$ cat src/rtl/ldpc_3gpp_enc_p1_ctrl_pkg.sv
// Shared types for the 3GPP LDPC encoder parity controllers.
// Holds the read strobe bundle, the lifting-size type and the controller state enum.
package ldpc_3gpp_enc_p1_ctrl_pkg;

  typedef struct packed {
    logic sof;
    logic sop;
    logic eop;
    logic eof;
  } strb_t;

  // lifting size Zc, up to 384
  typedef logic [8:0] hb_zc_t;

  typedef enum logic [2:0] {
    CTRL_IDLE  = 3'd0,
    CTRL_WRITE = 3'd1,
    CTRL_READ  = 3'd2,
    CTRL_DRAIN = 3'd3,
    CTRL_DONE  = 3'd4
  } ctrl_state_t;

endpackage

$ cat src/rtl/ldpc_3gpp_enc_p1_ctrl.sv
// Sequencer for the invPsi multiply stage: counts the 4W input words, sweeps the
// 4x4 invPsi matrix (row, word, column), waits for the p1 end-of-frame, reports done.
//
// state | meaning
// ------+---------------------------------------------------------------
// IDLE  | waiting for iwstart&iwrite
// WRITE | counting accepted writes up to 4W
// READ  | 16W-cycle read sweep, r 0..3 / w 0..W-1 / c 0..3
// DRAIN | waiting for ip1_val&ip1_eof
// DONE  | one-cycle odone, then IDLE
module ldpc_3gpp_enc_p1_ctrl
  import ldpc_3gpp_enc_p1_ctrl_pkg::*;
#(
  parameter int pWCNT_W = 8
) (
  input  logic               iclk,
  input  logic               ireset,
  input  logic               iclkena,
  input  logic [pWCNT_W-1:0] iword_num,
  input  logic               ibypass,
  input  logic               iwrite,
  input  logic               iwstart,
  input  logic               ip1_val,
  input  logic               ip1_eof,
  output logic               oread,
  output logic               orstart,
  output logic               orval,
  output strb_t              orstrb,
  output logic [1:0]         orow,
  output logic [1:0]         ocol,
  output logic               obusy,
  output logic               odone
);

  localparam int cWCNT_W = pWCNT_W + 2;

  ctrl_state_t        state, state_nxt;
  logic [cWCNT_W-1:0] wcnt, wcnt_nxt, wcnt_inc;
  logic [pWCNT_W-1:0] word_num, word_num_nxt, word_num_in;
  logic [pWCNT_W-1:0] wrd, wrd_nxt;
  logic               bypass, bypass_nxt;
  logic [1:0]         row, row_nxt, col, col_nxt;
  logic               read_nxt, done_nxt, start, last_read;
  strb_t              strb_nxt;

  assign start       = iwstart & iwrite;
  assign word_num_in = (iword_num == '0) ? pWCNT_W'(1) : iword_num;
  assign wcnt_inc    = wcnt + cWCNT_W'(1);
  assign last_read   = (row == 2'd3) && (col == 2'd3) && (wrd == word_num - pWCNT_W'(1));

  always_comb begin
    state_nxt    = state;
    wcnt_nxt     = wcnt;
    word_num_nxt = word_num;
    bypass_nxt   = bypass;
    row_nxt      = row;
    wrd_nxt      = wrd;
    col_nxt      = col;
    read_nxt     = 1'b0;
    done_nxt     = 1'b0;
    strb_nxt     = '0;

    if (start) begin
      // a new block start aborts whatever is in flight
      state_nxt    = CTRL_WRITE;
      wcnt_nxt     = cWCNT_W'(1);
      word_num_nxt = word_num_in;
      bypass_nxt   = ibypass;
      row_nxt      = '0;
      wrd_nxt      = '0;
      col_nxt      = '0;
    end else begin
      case (state)
        CTRL_WRITE: begin
          if (iwrite) begin
            wcnt_nxt = wcnt_inc;
            if (wcnt_inc == {word_num, 2'b00}) begin
              if (bypass) begin
                state_nxt = CTRL_DONE;
                done_nxt  = 1'b1;
              end else begin
                state_nxt = CTRL_READ;
                read_nxt  = 1'b1;
                row_nxt   = '0;
                wrd_nxt   = '0;
                col_nxt   = '0;
              end
            end
          end
        end
        CTRL_READ: begin
          if (last_read) begin
            state_nxt = CTRL_DRAIN;
          end else begin
            read_nxt = 1'b1;
            col_nxt  = col + 2'd1;
            if (col == 2'd3) begin
              if (wrd == word_num - pWCNT_W'(1)) begin
                wrd_nxt = '0;
                row_nxt = row + 2'd1;
              end else begin
                wrd_nxt = wrd + pWCNT_W'(1);
              end
            end
          end
        end
        CTRL_DRAIN: begin
          if (ip1_val && ip1_eof) begin
            state_nxt = CTRL_DONE;
            done_nxt  = 1'b1;
          end
        end
        CTRL_DONE: state_nxt = CTRL_IDLE;
        default:   state_nxt = CTRL_IDLE;
      endcase
    end

    // strobes describe the word the read counters will point at next cycle
    if (read_nxt) begin
      strb_nxt.sop = (col_nxt == 2'd0);
      strb_nxt.eop = (col_nxt == 2'd3);
      strb_nxt.sof = (row_nxt == 2'd0) && (wrd_nxt == '0) && (col_nxt == 2'd0);
      strb_nxt.eof = (row_nxt == 2'd3) && (col_nxt == 2'd3) &&
                     (wrd_nxt == word_num_nxt - pWCNT_W'(1));
    end
  end

  always_ff @(posedge iclk or posedge ireset) begin
    if (ireset) begin
      state    <= CTRL_IDLE;
      wcnt     <= '0;
      word_num <= pWCNT_W'(1);
      bypass   <= 1'b0;
      row      <= '0;
      wrd      <= '0;
      col      <= '0;
      oread    <= 1'b0;
      orval    <= 1'b0;
      orstart  <= 1'b0;
      orstrb   <= '0;
      obusy    <= 1'b0;
      odone    <= 1'b0;
    end else if (iclkena) begin
      state    <= state_nxt;
      wcnt     <= wcnt_nxt;
      word_num <= word_num_nxt;
      bypass   <= bypass_nxt;
      row      <= row_nxt;
      wrd      <= wrd_nxt;
      col      <= col_nxt;
      oread    <= read_nxt;
      orval    <= read_nxt;
      orstart  <= strb_nxt.sof;
      orstrb   <= strb_nxt;
      obusy    <= (state_nxt != CTRL_IDLE);
      odone    <= done_nxt;
    end
  end

  assign orow = row;
  assign ocol = col;

endmodule
$ cat config.mk
export PLATFORM = sky130hd
export DESIGN_NAME = ldpc_3gpp_enc_p1_ctrl
export DESIGN_NICKNAME = d
export VERILOG_FILES = /design/src/rtl/ldpc_3gpp_enc_p1_ctrl_pkg.sv /design/src/rtl/ldpc_3gpp_enc_p1_ctrl.sv
export SDC_FILE = /design/constraint.sdc
export NUM_CORES = 1
export LEC_CHECK = 0
export ABC_CLOCK_PERIOD_IN_PS = 6000
export CAP_MARGIN = 10
export CORE_AREA = 2 2 124 126
export DETAILED_ROUTE_END_ITERATION = 7
export DIE_AREA = 0 0 126 128
export PLACE_DENSITY_LB_ADDON = 0.1
export SYNTH_ARGS = -nofsm -noshare
export SYNTH_HDL_FRONTEND = slang
export SYNTH_SLANG_ARGS = --single-unit
$ cat constraint.sdc
create_clock -name iclk -period 6 [get_ports iclk]
set_input_delay 1.5 -clock iclk [delete_from_list [all_inputs] [get_ports iclk]]
set_output_delay 1.5 -clock iclk [all_outputs]
set_load 0.02 [all_outputs]
After elaboration in Yosys (flattened, before gate mapping) --
Cells that the tools add are included.
Operators by class: bitwise operators 1, muxes and demuxes 47, equal/unequal tests 10, reduce and logical (&&, ||, !) cells 16, add/subtract/negate cells 6
Operators by type and width (number):
- 8-bit 2-to-1 mux | 9
- 10-bit 2-to-1 mux | 3
- 2-bit 2-to-1 mux | 12
- 3-bit 2-to-1 mux | 6
- 8-bit equality test | 2
- 8-bit logical NOT | 2
- 8-bit case mux with 2 select lines | 1
- 8-bit by 1-bit subtractor with 8-bit output (second input constant) | 2
- 10-bit by 1-bit adder with 10-bit output (second input constant) | 1
- 10-bit equality test | 1
- 1-bit 2-to-1 mux | 10
- 3-bit case mux with 3 select lines | 1
- 8-bit by 1-bit adder with 8-bit output (second input constant) | 1
- 2-bit equality test (second input constant) | 4
- 2-bit case mux with 2 select lines | 2
- 1-bit logical AND | 7
- 3-bit by 2-bit equality test with 1-bit output (second input constant) | 2
- 2-bit by 1-bit adder with 2-bit output (second input constant) | 2
- 2-bit logical NOT | 2
- 4-bit 2-to-1 mux | 1
- 1-bit case mux with 2 select lines | 2
- 2-bit nonzero test | 2
- 3-bit by 1-bit equality test with 1-bit output (second input constant) | 1
- 3-bit AND reduction | 1
- other kinds (3) | 3
Storage, ports and cells: word-level logic and storage cells 94, flip-flop bits (word level) 41

Longest topological paths before layout --
word-level depth 11, mapped depth 16

Worst setup path before layout --
No wires, ideal clock.
kind input port to flip-flop, start in iwrite, end reg orstrb[0] (netlist name), data required time 5899 ps, setup slack 1509 ps, library setup time 101 ps, stages on the path 15, data arrival time 4390 ps, path through nand2_1 clkbuf_1 clkbuf_1 clkbuf_1 nor2_1 a21oi_1 ha_1 nand2_1 xor2_1 mux2i_1 o221ai_1 a311oi_1 and4_1 nand4_1 o32ai_1
On the way: word-level cells in the longest chain between the ends 7, elaborated cells between the ends (all ways) 21
RTL lines:
- start: declaration | RTL line ldpc_3gpp_enc_p1_ctrl.sv:21 | input logic iwrite,
- branches (longest 6 deep; another with 8-bit by 1-bit subtractor with 8-bit output)
- 4-bit 2-to-1 mux * | RTL line ldpc_3gpp_enc_p1_ctrl.sv:119 | if (read_nxt) begin
- end signal: assignment | RTL line ldpc_3gpp_enc_p1_ctrl.sv:154 | orstrb <= strb_nxt;
- end: declaration | RTL line ldpc_3gpp_enc_p1_ctrl.sv:28 | output strb_t orstrb,
Every way passes the cells marked *. A chain may end at the register's enable or synchronous reset.

Worst setup path after layout --
start in iword_num[6], end reg orstrb[0] (netlist name)
On the way: word-level cells in the longest chain between the ends 7
RTL lines:
- start: declaration | RTL line ldpc_3gpp_enc_p1_ctrl.sv:19 | input logic [pWCNT_W-1:0] iword_num,
- 8-bit logical NOT | RTL line ldpc_3gpp_enc_p1_ctrl.sv:47 | assign word_num_in = (iword_num == '0) ? pWCNT_W'(1) : iword_num;
- 8-bit 2-to-1 mux * | RTL line ldpc_3gpp_enc_p1_ctrl.sv:47
- 8-bit 2-to-1 mux * | RTL line ldpc_3gpp_enc_p1_ctrl.sv:63 | if (start) begin
- 8-bit by 1-bit subtractor with 8-bit output * | RTL line ldpc_3gpp_enc_p1_ctrl.sv:124 | (wrd_nxt == word_num_nxt - pWCNT_W'(1));
- 8-bit equality test * | RTL line ldpc_3gpp_enc_p1_ctrl.sv:124
- 1-bit logical AND * | RTL line ldpc_3gpp_enc_p1_ctrl.sv:123 | strb_nxt.eof = (row_nxt == 2'd3) && (col_nxt == 2'd3) &&
- 4-bit 2-to-1 mux * | RTL line ldpc_3gpp_enc_p1_ctrl.sv:119
Mark *: on every way between the ends. The rest lies on a longest branch, timed or not.

==> results.cfg <==
[sta]
setup_viol_count_final = 0
finalCriticalPeriod_ps = 4730
finalCritPeriodShare = 0.789
worst_slew_pin_slew_ps = 990
clock.fmax_ghz = 0.211
timing.hold.ws_ps = 532
rsz0062_at_grt = no
hold_viol_final = 0
tns_ps = 0
max_slew_margin = 0.337
report.final.slew_viol_count = 0
fin_worst_skew_ps = 8.69

[die]
die-height_um = 128
ios = 29
start_util = 0.244
num_rows = 45
core_mm2 = 0.0149
die_w_um = 126
die_area_mm2 = 0.0161

[logic_synthesis]
synthArstFlopShare = 1.00
synthesis.nets = 482
synth_ff_type = dfrtp_1
synth.yosys.seq_area_share = 0.283
synth_cell_types = 69
synthCells = 459
synth_warnings = 0
yosysTopAreaCell = dfrtp_1
synthXorXnorAreaFrac = 0.0880
synth_edf_count = 0
postSynthAreaPerCell_um2 = 7.90
yosys.area_share.adder = 0.0242
ys_ff_latch = 41
synth.mux.area_fraction = 0.0480
synth_top_area_frac = 0.276
synth_compound_area_frac = 0.237
synth_area_mm2 = 0.00362
synthTopCellsByArea = dfrtp_1 (28%), o21ai_0 (5.1%), nand2_1 (5.0%), xnor2_1 (4.8%), nor2_1 (4.0%)
synthSimpleGateAreaFrac = 0.261
synth_top_family_by_area = simple AND/OR/NAND/NOR gates

[clock_network]
clk_pin_slew_worst_paths_ps = 70
insertion_delay_ps = 300
cts_tree = yes
cts_htree_levels = 2
root_buffer = clkbuf_16
numCtsBuffers = 5
cts_setup_buffers = 0
hold_buffers = 0
cts-resized-gates = 0
clockBufferDepth = 2
cts.sinks = 41

[placement]
dp_hpwl_mm = 8.76
place_inst = 643
gp_congestion = 0.851
io_buffer_count = 28

[hold_path]
min_path_type = reg -> reg

[global_route]
grt_pass1_vias = 3494
grt_use_total = 0.157
antenna_found_initial = 0
gr-total-overflow = 0
grt_max_degree = 42
grt_pass1_wl_mm = 19.9

[pwr]
combPwrFrac = 0.368
p_clk_frac = 0.287
seq_power_share = 0.345
ir_drop_mv = 0.150
swShare = 0.392
p_int_mw = 0.708
leakage_nw = 1.61
p_per_area_mw_per_mm2 = 278
p_sw_mw = 0.456

[route]
vias_per_cell = 5.40
routed_wl_mm = 12.1
ant_nets = 0
drtPass1Iterations = 5
drc = 0
dr.first_iter.drc_count = 289
vias = 3517
drt-wirelength-per-cell_um = 18.6

[critical_path]
crit_arrival_ps = 4940
endpoint_kind = flip-flop
r2r_slack_ps = 2000
crit_required_ps = 6200
crit_fanout = 5
cp-start-kind = input port
path_class = in -> reg

[cells_and_area]
area_growth_syn_to_layout_pct = 15.7
nets = 485
n_antenna_cell = 0
layout-drive-gt1-share = 0.0842
final_cell_count_no_fill = 651

[run_status]
outcome = complete, no violations

[job]
max_cap_violations = 0
## power groups by stage
stage / combinational (mW) / sequential, mW / clock, mW
after detailed placement: 0.424 / 0.406 / 0
final: 0.428 / 0.402 / 0.334
after floorplan: 0.312 / 0.372 / 0
after global placement: 0.429 / 0.407 / 0
after CTS: 0.427 / 0.402 / 0.346
after global routing: 0.478 / 0.410 / 0.360
## registers in the layout, summed over array words and instances, names as in the netlist, 2 cells and up
name and count:
orstrb 4, orow 2, word_num 8, wcnt 10
state 3, wrd 8, ocol 2
## per-layer routing
| metal | global-route usage | share of wire | vias up |
|---|---|---|---|
| met5 | 0 | 0 | - |
| met4 | 0.0504 | 0.019 | 0 |
| met3 | 0.0334 | 0.046 | 11 |
| met2 | 0.241 | 0.44 | 100 |
| met1 | 0.220 | 0.49 | 1700 |
| li1 | - | - | 1706 |
## synth_stat cells, types with 12 or more instances
library cell	number
nand4_1	12
dfrtp_1	40
inv_1	17
nand2_1	48
clkbuf_1	25
nand3_1	15
xnor2_1	20
o21ai_0	37
a21oi_1	24
and3_1	12
xor2_1	12
nor2_1	39
## critical path, cell delays in order
cell and delay [ps]:
clkdlybuf4s50_1 460, or4_1 570, nor2_1 160, a21oi_1 100, nor2_1 100, a21oi_1 90
ha_1 300, nand3b_1 120, xor2_1 80, mux2i_1 360, o221ai_1 210, a311oi_1 300
and4_1 230, nand4_1 110, o32ai_1 240
## logic make-up after synthesis
family | Yosys count
xor+xnor | 34
flops | 41
mux | 16
simple gates | 183
compound gates | 126
fa+ha+maj | 7
buf+inv | 52
## cell usage in the layout, fill, tap and decap left out, types with 8 or more instances in the layout
master | netlist | final
nand3_1 | 15 | 15
xor2_1 | 12 | 12
a21oi_1 | 24 | 24
nor2_1 | 39 | 39
nand4_1 | 12 | 12
and3_1 | 12 | 12
nand2_1 | 48 | 48
inv_1 | 17 | 16
dfrtp_1 | 40 | 40
clkdlybuf4s50_1 | 0 | 28
mux2_2 | 11 | 11
o31ai_1 | 8 | 8
o21ai_0 | 37 | 37
nor3_1 | 11 | 11
xnor2_1 | 20 | 20
## stage by stage
step                setup WS (ps)  power (mW)  area (um2)  utilization
finish                       1270        1.16        4190        0.282
global route                  916        1.25        4190        0.282
CTS                          1290        1.18        4190        0.282
detailed placement            999       0.830        4020        0.270
global placement             1150       0.836        4020        0.270
floorplan                    1510       0.684        3620            -
## cell type report
cell class / instances / area [um2]
sequential: 41 / 1030
clock buffer: 7 / 143
tap: 188 / 235
timing repair buffer: 31 / 303
fill: 1630 / 10700
multi-input combinational: 366 / 2390
clock inverter: 1 / 30.0
inverter: 17 / 63.8
## worst paths after layout
kind | start | to | depth (start not counted)
setup / recovery | iword_num[6] | orstrb[0]$_DFFE_PP0P_ | 15
hold / removal | orstrb[3]$_DFFE_PP0P_ | orstrb[3]$_DFFE_PP0P_ | 2
setup reg to reg | word_num[0]$_DFFE_PP1P_ | orstrb[3]$_DFFE_PP0P_ | 12
hold reg to reg | orstrb[3]$_DFFE_PP0P_ | orstrb[3]$_DFFE_PP0P_ | 2
max in group asynchronous | ireset | wcnt[7]$_DFFE_PP0P_ | 2
min in group asynchronous | ireset | state[0]$_DFFE_PP0P_ | 2
Power figures use the tool's default switching activity.
